===== src/rtl/clint_pkg.sv =====
// Shared constants for the core-local interrupter: register offsets, interrupt
// cause codes, bus FSM state type and the byte-lane write-merge helper.
package clint_pkg;

    localparam logic [15:0] clint_msip_off     = 16'h0000;
    localparam logic [15:0] clint_mtimecmp_off = 16'h4000;
    localparam logic [15:0] clint_mtime_off    = 16'hBFF8;

    // Cause codes, also the mip bit positions used by the CSR unit.
    localparam logic [3:0] interrupt_mach_soft  = 4'd3;
    localparam logic [3:0] interrupt_mach_timer = 4'd7;

    typedef enum logic {
        bus_idle = 1'b0,
        bus_resp = 1'b1
    } bus_state_t;

    function automatic logic [31:0] apply_wstrb(input logic [31:0] old_val,
                                                input logic [31:0] new_val,
                                                input logic [3:0]  strb);
        logic [31:0] merged;
        for (int i = 0; i < 4; i++) begin
            merged[8*i +: 8] = strb[i] ? new_val[8*i +: 8] : old_val[8*i +: 8];
        end
        return merged;
    endfunction

endpackage


===== src/rtl/clint.sv =====
// Core-local interrupter: owns msip, mtime and mtimecmp behind a one-cycle-latency
// memory-mapped responder and raises the machine software/timer interrupts.
module clint
    import clint_pkg::*;
#(
    parameter int unsigned RTC_DIV = 10
) (
    input  logic        reset,
    input  logic        clock,
    input  logic        clint_valid,
    input  logic        clint_instr,
    input  logic [31:0] clint_addr,
    input  logic [3:0]  clint_wstrb,
    input  logic [31:0] clint_wdata,
    output logic [31:0] clint_rdata,
    output logic        clint_ready,
    output logic        clint_msip,
    output logic        clint_mtip,
    output logic [63:0] clint_mtime
);

    localparam int unsigned PW = (RTC_DIV > 1) ? $clog2(RTC_DIV) : 1;
    localparam logic [PW-1:0] presc_max = PW'(RTC_DIV - 1);

    logic [PW-1:0] presc;
    logic [63:0]   mtime;
    logic [63:0]   mtimecmp;
    logic          msip;
    bus_state_t    bus_state;

    logic [15:0] offset;
    logic        is_write;
    logic        sel_msip, sel_cmp_lo, sel_cmp_hi, sel_time_lo, sel_time_hi;
    logic        tick;
    logic [31:0] read_val;
    logic        unused_addr;

    // Valid/ready: a request is accepted in any cycle clint_valid is high; exactly
    // one cycle later clint_ready pulses with clint_rdata. There is no backpressure
    // and fetches (clint_instr) never write.
    assign offset      = clint_addr[15:0];
    assign unused_addr = ^clint_addr[31:16];
    assign is_write    = clint_valid && !clint_instr && (clint_wstrb != 4'h0);

    assign sel_msip    = (offset == clint_msip_off);
    assign sel_cmp_lo  = (offset == clint_mtimecmp_off);
    assign sel_cmp_hi  = (offset == clint_mtimecmp_off + 16'h0004);
    assign sel_time_lo = (offset == clint_mtime_off);
    assign sel_time_hi = (offset == clint_mtime_off + 16'h0004);

    assign tick = (presc == presc_max);

    always_comb begin
        read_val = 32'h0;
        if (sel_msip)    read_val = {31'h0, msip};
        if (sel_cmp_lo)  read_val = mtimecmp[31:0];
        if (sel_cmp_hi)  read_val = mtimecmp[63:32];
        if (sel_time_lo) read_val = mtime[31:0];
        if (sel_time_hi) read_val = mtime[63:32];
    end

    always_ff @(posedge clock or negedge reset) begin
        if (!reset) begin
            presc       <= '0;
            mtime       <= 64'h0;
            mtimecmp    <= 64'hFFFF_FFFF_FFFF_FFFF;
            msip        <= 1'b0;
            clint_mtip  <= 1'b0;
            clint_rdata <= 32'h0;
            bus_state   <= bus_idle;
        end else begin
            if (is_write && sel_msip && clint_wstrb[0]) begin
                msip <= clint_wdata[0];
            end
            if (is_write && sel_cmp_lo) begin
                mtimecmp[31:0] <= apply_wstrb(mtimecmp[31:0], clint_wdata, clint_wstrb);
            end
            if (is_write && sel_cmp_hi) begin
                mtimecmp[63:32] <= apply_wstrb(mtimecmp[63:32], clint_wdata, clint_wstrb);
            end

            // A software write to mtime wins over a coincident tick and restarts the prescaler.
            if (is_write && (sel_time_lo || sel_time_hi)) begin
                presc <= '0;
                if (sel_time_lo) begin
                    mtime[31:0] <= apply_wstrb(mtime[31:0], clint_wdata, clint_wstrb);
                end else begin
                    mtime[63:32] <= apply_wstrb(mtime[63:32], clint_wdata, clint_wstrb);
                end
            end else if (tick) begin
                presc <= '0;
                mtime <= mtime + 64'd1;
            end else begin
                presc <= presc + PW'(1);
            end

            clint_mtip <= (mtime >= mtimecmp);

            if (clint_valid) begin
                bus_state   <= bus_resp;
                clint_rdata <= read_val;
            end else begin
                bus_state   <= bus_idle;
                clint_rdata <= 32'h0;
            end
        end
    end

    assign clint_ready = (bus_state == bus_resp);
    assign clint_msip  = msip;
    assign clint_mtime = mtime;

endmodule


===== config.mk =====
export PLATFORM = sky130hd
export DESIGN_NAME = clint
export DESIGN_NICKNAME = d
export VERILOG_FILES = /design/src/rtl/clint_pkg.sv /design/src/rtl/clint.sv
export SDC_FILE = /design/constraint.sdc
export NUM_CORES = 1
export LEC_CHECK = 0
export BUFFER_PORTS_ARGS = -buffer_cell sky130_fd_sc_hd__buf_2
export CAP_MARGIN = 20
export CORE_MARGIN = 4
export CORE_UTILIZATION = 28
export CTS_BUF_LIST = sky130_fd_sc_hd__clkbuf_16
export CTS_CLUSTER_SIZE = 10
export DETAILED_ROUTE_END_ITERATION = 12
export GPL_TIMING_DRIVEN = 0
export MAX_ROUTING_LAYER = met4
export PLACE_DENSITY_LB_ADDON = 0.08
export SLEW_MARGIN = 30
export SYNTH_ARGS = -nofsm -noshare
export SYNTH_HDL_FRONTEND = slang
export SYNTH_SLANG_ARGS = --single-unit
export TNS_END_PERCENT = 10

===== constraint.sdc =====
create_clock -name clock -period 3.2 [get_ports clock]
set_clock_uncertainty 0.2 [all_clocks]
set_input_delay 0.8 -clock clock [delete_from_list [all_inputs] [get_ports clock]]
set_output_delay 0.8 -clock clock [all_outputs]
set_load 0.05 [all_outputs]

==> results.py, run 1 <==
metrics = {
    "critical_path": {
        "reg2reg_slack_ns": 0.08,
        "cp_data_required_time_ns": 3.34,
        "cp_cell_sequence": "buf_2, nand4bb_1, nor4_2, and2_1, buf_2, clkbuf_1, nor2_1, o21ai_0, o21ai_0",
        "crit_fanout": 10,
        "critical-path-top-delay-family": "simple AND/OR/NAND/NOR gates",
        "cpPeakStageDelay_ns": 0.61,
        "critPathArrivalTime_ns": 3.31,
        "end_kind": "register",
        "worstRegToRegCells": 8,
        "regToRegStartpoint": "clint_mtime[1]$_DFFE_PN0P_",
        "worstSetupPathType": "primary input to register",
        "critPathSlowestCell": "clkbuf_1",
        "r2r-end": "clint_mtime[42]$_DFFE_PN0P_",
        "critPathBufInv": 3,
        "start_kind": "primary input",
    },
    "cts": {
        "cts_tree": "built",
        "cts_htree_levels": 4,
        "cts.sinks": 167,
        "numCtsBuffers": 17,
        "cts_setup_buffers": 0,
        "clkLatencyLatePin_ns": 0.46,
        "clock-root-buffer": "clkbuf_16",
        "clk_path_buf_depth": 2,
        "clkTransAtPathRegs_ns": 0.08,
    },
    "yosys": {
        "synth_seq_cells": 167,
        "synth_edf_count": 0,
        "synth_simple_gate_area_share_pct": 15.29,
        "yosys.area_share.xor_xnor_pct": 0.1654,
        "synthesis.nets": 1268,
        "synth.distinct_cells": 71,
        "postSynthAreaPerCell_sq_um": 9.379,
        "ys_seq_area_share_pct": 40.22,
        "synth_top_family_by_area": "compound AO/OA/AOI/OAI gates",
        "ys.flop_type": "dfrtp_1",
        "synthMuxAreaShare_pct": 12.31,
        "syn-cell-area_sq_mm": 0.01059,
        "async_reset_ff_share_pct": 100.0,
        "synth_compound_area_share_pct": 18.34,
        "syn-instance-count": 1129,
        "synth-adder-area-share_pct": 7.917,
        "yosysWarnings": 0,
    },
    "timing": {
        "max_freq_mhz": 315.4,
        "worst_pin_slew_ns": 1.004,
        "hold_ws_ns": 0.01269,
        "finalCriticalPeriod_ns": 3.170,
        "setup_viol": 0,
        "hold_violations": 0,
        "min_period_over_period_pct": 99.07,
        "slew_violations": 0,
        "relSlewSlack_pct": 33.04,
        "rsz0062_at_grt": "true",
    },
    "drt": {
        "dr_total_vias": 9689,
        "first_pass_iters": 5,
        "drt_wl_total_mm": 43.24,
        "routed_via_density": 5.312,
        "drt_iter0_markers": 738,
        "ant_nets": 0,
        "drc": 0,
        "wl_per_cell_um": 23.70,
    },
    "grt": {
        "grt_pass1_wl_mm": 64.27,
        "grt_max_degree": 78,
        "grt.overflow.total": 0,
        "grt_pass1_vias": 9526,
        "track_usage_pct": 21.49,
        "antenna_found_initial": 4,
    },
    "floorplanning": {
        "num_io_pins": 171,
        "rows": 70,
        "die_h_um": 202.5,
        "fp.dieW_um": 202.5,
        "core_area_sq_mm": 0.03696,
        "dieArea_sq_mm": 0.04099,
        "initial_core_util_pct": 28.65,
    },
    "min_path": {
        "hp-class": "primary input to async pin",
    },
    "cells_and_area": {
        "fin_util_pct": 34.36,
        "layout_commonest_cell": "buf_2",
        "nets": 1441,
        "areaGrowthSynthToFinish_pct": 19.92,
        "fill_cells": 3951,
        "drive_above_1_share_pct": 28.44,
        "layout_common_cells": "buf_2, a21oi_1, dfrtp_1",
    },
    "place": {
        "hpwl_mm": 32.79,
        "finalWeightedCongestion": 0.9092,
        "numPortBuffers": 152,
    },
    "run_status": {
        "status": "finished, final reports clean",
    },
    "power": {
        "p_leak_nw": 5.478,
        "ir_worst_vdd_v": 0.0003433,
        "power.density_mw_per_mm2": 406.6,
    },
    "job": {
        "drv_cap": 0,
    },
}
[logic make-up (layout without fill, tap and decap cells)]
group | count (synthesis) | in the layout
adder cells (fa/ha/maj) | 67 | 67
flip-flops | 167 | 167
XOR/XNOR | 2 | 2
other | 0 | 5
AND/OR/NAND/NOR | 308 | 308
AO/OA/AOI/OAI | 321 | 321
buffers and inverters | 141 | 327
multiplexers | 123 | 123
[final cells by class]
type                            count  area (sq um)  area share (%)
Antenna cell                        5         12.51         0.09853
Buffer                             59         311.5           2.453
Clock buffer                       17         425.4           3.350
Clock inverter                     15         142.6           1.123
Inverter                           82         307.8           2.424
Multi-Input combinational cell    821          5783           45.54
Sequential cell                   167          4259           33.54
Tap cell                          504         630.6           4.966
Timing Repair Buffer              154         825.8           6.503
[how the worst max path moves through the flow]
stage / to / cells past startpoint / startpoint
2_1_floorplan: clint_mtime[46]$_DFFE_PN0P_ / 8 / clint_mtime[1]$_DFFE_PN0P_
3_3_place_gp: clint_rdata[30]$_DFF_PN0_ / 1 / reset
3_5_place_dp: clint_mtime[14]$_DFFE_PN0P_ / 9 / clint_addr[0]
4_1_cts: clint_mtime[63]$_DFFE_PN0P_ / 8 / clint_mtime[14]$_DFFE_PN0P_
5_1_grt: mtimecmp[32]$_DFFE_PN1P_ / 8 / clint_addr[3]
6_report: clint_mtime[14]$_DFFE_PN0P_ / 9 / clint_addr[0]
[power by group]
part	internal [mW]	switching, mW	total (mW)
registers	2.16	0.0744	2.23
logic	0.237	0.590	0.827
clock network	1.09	1.01	2.10
total	3.49	1.68	5.16
[routing by layer]
layer	up-vias	part of all wire, %	global-route usage [%]	wire length [um]
li1	4511	-	-	-
met1	4846	49	30.75	21370
met2	293	44	31.70	18850
met3	39	5.3	3.466	2278
met4	0	1.7	5.771	733
met5	-	0	-	0
[what timing repair did]
action,4_1_cts,5_1_grt
hold buffers,0,0
resized for setup,2,8
endpoints found under the hold margin,0,0
endpoints found under the setup margin,16,50
pin swaps,0,1
[per-stage QoR]
step	power [mW]	cell area, sq um	TNS (ns)	instances	worst slack [ns]
floorplan	2.737	10590	0	1129	0.3339
global placement	3.086	11980	-288.95	1785	-1.946
detailed placement	3.098	12070	-29.59	1787	-0.5949
CTS	5.224	12650	0	1819	0.02363
global route	5.386	12700	-4.576	1823	-0.1887
finish	5.163	12700	0	1824	0.02970
[cell usage after synthesis (all sizes together) (2+ instances only)]
| cell | n | area (sq um) |
|---|---|---|
| a41oi | 4 | 35.03 |
| buf | 32 | 195.2 |
| o21a | 2 | 15.01 |
| a311oi | 2 | 23.77 |
| o32ai | 8 | 70.07 |
| nor4 | 11 | 83.83 |
| dfrtp | 103 | 2577 |
| inv | 82 | 307.8 |
| a21o | 11 | 82.58 |
| a31o | 5 | 43.79 |
| o22a | 10 | 87.58 |
| and3 | 14 | 87.58 |
| nor3 | 16 | 96.35 |
| mux2i | 65 | 650.6 |
| o21ai | 73 | 369.1 |
| or3 | 3 | 18.77 |
| a31oi | 16 | 100.1 |
| a2111oi | 5 | 43.79 |
| nand3b | 2 | 31.28 |
| o22ai | 52 | 331.6 |
| mux2 | 58 | 653.1 |
| nand2 | 69 | 259.0 |
| ha | 67 | 838.3 |
| o211ai | 2 | 15.01 |
| or4 | 2 | 15.01 |
| o31ai | 2 | 15.01 |
| o2bb2ai | 2 | 17.52 |
| nor3b | 2 | 15.01 |
| a41o | 2 | 20.02 |
| or2 | 5 | 31.29 |
| clkbuf | 27 | 106.4 |
| and4 | 7 | 61.31 |
| a21oi | 112 | 564.3 |
| and2 | 37 | 231.5 |
| nor2 | 68 | 267.8 |
| nand4 | 24 | 156.4 |
| nand3 | 45 | 235.2 |
| a211oi | 4 | 30.03 |
| a22oi | 3 | 22.52 |
| dfstp | 64 | 1682 |
[flip-flops by register name (all words and copies together), names as in the netlist]
signal       flops
clint_msip       1
clint_mtime     64
clint_mtip       1
clint_rdata     32
clint_ready      1
mtimecmp        64
presc            4
Power figures use the tool's default switching activity.
==> run 2, diff against run 1 <==
--- a/config.mk
+++ b/config.mk
@@ -8,7 +8,7 @@
 export BUFFER_PORTS_ARGS = -buffer_cell sky130_fd_sc_hd__buf_2
 export CAP_MARGIN = 20
 export CORE_MARGIN = 4
-export CORE_UTILIZATION = 28
+export CORE_UTILIZATION = 55
 export CTS_BUF_LIST = sky130_fd_sc_hd__clkbuf_16
 export CTS_CLUSTER_SIZE = 10
 export DETAILED_ROUTE_END_ITERATION = 12
==> run 2 against run 1 <==
Effect of this change: the run now ends with negative setup slack left; global-route usage up 13 points; via count increased by 3.2%; cell count decreased by 14%; sequential power is essentially flat; first-iteration DRC count is 63% higher; clock power increased by 3%; die area down 47%; count of clock-buffer cells in the layout up 1; critical endpoint is now clint_mtime[60]$_DFFE_PN0P_; largest cell class unchanged.
==> results.py, run 2 (same netlist as run 1, synthesis figures left out) <==
metrics = {
    "run_status": {
        "status": "complete, but fails checks",
        "violations": "negative setup slack",
    },
    "cells_and_area": {
        "layout_commonest_cell": "buf_2",
        "design_area_sq_mm": 0.01239,
        "fin_util_pct": 65.81,
        "layoutNonFillerInstCount": 1577,
        "drive_above_1_share_pct": 27.28,
        "nets": 1442,
        "fill_cells": 1579,
        "layout_common_cells": "buf_2, a21oi_1, dfrtp_1",
        "areaGrowthSynthToFinish_pct": 17.03,
    },
    "place": {
        "hpwl_mm": 26.60,
        "place_area_sq_mm": 0.01175,
        "numPortBuffers": 152,
        "finalWeightedCongestion": 1.010,
        "dp.cells": 1543,
    },
    "timing": {
        "min_period_over_period_pct": 101.2,
        "rsz0062_at_grt": "true",
        "hold_violations": 0,
        "setup_viol": 5,
        "slew_violations": 0,
        "relSlewSlack_pct": 32.35,
        "hold_ws_ns": 0.2914,
        "worst_pin_slew_ns": 1.015,
        "finalCriticalPeriod_ns": 3.237,
        "max_freq_mhz": 308.9,
        "setup_ws_ns": -0.03718,
    },
    "power": {
        "p_int_mw": 3.669,
        "seqPwrFrac_pct": 43.0,
        "power.density_mw_per_mm2": 420.2,
        "p_switching_mw": 1.538,
        "switching_share_pct": 29.54,
        "ir_worst_vdd_v": 0.0003732,
        "p_comb_share_pct": 15.3,
        "clockPowerShare_pct": 41.7,
        "p_leak_nw": 5.518,
    },
    "grt": {
        "track_usage_pct": 34.10,
        "grt_pass1_wl_mm": 55.45,
        "antenna_found_initial": 0,
        "grt_max_degree": 85,
        "grt_pass1_vias": 9511,
        "grt.overflow.total": 0,
    },
    "floorplanning": {
        "fp.dieW_um": 146.8,
        "dieArea_sq_mm": 0.02154,
        "die_h_um": 146.8,
        "core_area_sq_mm": 0.01883,
        "num_io_pins": 171,
        "initial_core_util_pct": 56.23,
        "rows": 50,
    },
    "critical_path": {
        "start_kind": "register",
        "cp_data_required_time_ns": 3.29,
        "end_kind": "register",
        "worstSetupPathType": "register to register",
        "critPathArrivalTime_ns": 3.33,
        "crit_fanout": 10,
    },
    "drt": {
        "drc": 0,
        "dr_total_vias": 9996,
        "drt_wl_total_mm": 36.00,
        "drt_iter0_markers": 1201,
        "ant_nets": 0,
        "wl_per_cell_um": 22.83,
        "first_pass_iters": 6,
        "routed_via_density": 6.339,
    },
    "min_path": {
        "hp-class": "register to register",
    },
    "cts": {
        "numCtsBuffers": 17,
        "clkTransAtPathRegs_ns": 0.07,
        "clock-root-buffer": "clkbuf_16",
        "cts_tree": "built",
        "cts.sinks": 167,
        "clkLatencyLatePin_ns": 0.43,
        "cts_htree_levels": 4,
        "cts_setup_buffers": 0,
        "clk_path_buf_depth": 2,
    },
    "job": {
        "drv_cap": 0,
    },
}
[run 2: routing by layer]
metal | global-route usage, % | up-vias | share of wire (%)
met3 | 7.989 | 99 | 11
met5 | - | - | 0
met4 | 11.05 | 0 | 3.1
li1 | - | 4506 | -
met1 | 47.44 | 4788 | 42
met2 | 49.50 | 603 | 43
[run 2: repair_timing]
item	CTS	global route
gates resized for setup	1	4
endpoints found under the setup margin	4	21
pin swaps	0	1
hold buffers	1	0
hold endpoints to repair	6	0
[run 2: worst paths after layout]
path / from / to / slack, ns / cells past startpoint
setup / recovery: clint_mtime[38]$_DFFE_PN0P_ / clint_mtime[60]$_DFFE_PN0P_ / -0.04 / 8
hold / removal: presc[0]$_DFF_PN0_ / presc[0]$_DFF_PN0_ / 0.29 / 1
setup reg to reg: clint_mtime[38]$_DFFE_PN0P_ / clint_mtime[60]$_DFFE_PN0P_ / -0.04 / 8
hold reg to reg: presc[0]$_DFF_PN0_ / presc[0]$_DFF_PN0_ / 0.29 / 1
max in group asynchronous: reset / mtimecmp[61]$_DFFE_PN1P_ / 1.57 / 3
min in group asynchronous: reset / clint_rdata[2]$_DFF_PN0_ / 0.56 / 2
[run 2: power by group through the flow]
stage / registers [mW] / clock network (mW) / logic, mW
2_1_floorplan: 2.34 / 0 / 0.400
3_3_place_gp: 2.27 / 0 / 0.753
3_5_place_dp: 2.27 / 0 / 0.784
4_1_cts: 2.23 / 2.19 / 0.787
5_1_grt: 2.24 / 2.28 / 0.867
6_report: 2.24 / 2.17 / 0.799
[run 2: worst max-delay path: stages, from the launching register on]
cell	delay (ns)
dfrtp_1	0.39
clkbuf_2	0.24
nand3_1	0.20
nor4_1	0.77
and4_1	0.37
nand4_2	0.33
nor2_2	0.32
a31o_2	0.20
a21oi_1	0.07
[run 2: through the flow]
stage	power [mW]	setup WS, ns	TNS [ns]
after floorplan	2.737	0.3339	0
after global placement	3.021	-1.517	-204.26
after detailed placement	3.054	-0.4603	-18.37
after CTS	5.206	0.03209	0
after global routing	5.385	-0.1309	-0.5536
final	5.207	-0.03718	-0.08826
[run 2: layout make-up]
class | count | area, sq um | area share, %
sequential | 167 | 4259 | 34.37
multi-input combinational | 821 | 5749 | 46.40
inverter | 82 | 307.8 | 2.484
antenna | 1 | 2.502 | 0.02019
clock inverter | 14 | 157.7 | 1.272
clock buffer | 18 | 450.4 | 3.635
tap | 260 | 325.3 | 2.625
buffer | 59 | 304.0 | 2.454
timing repair buffer | 155 | 835.8 | 6.745
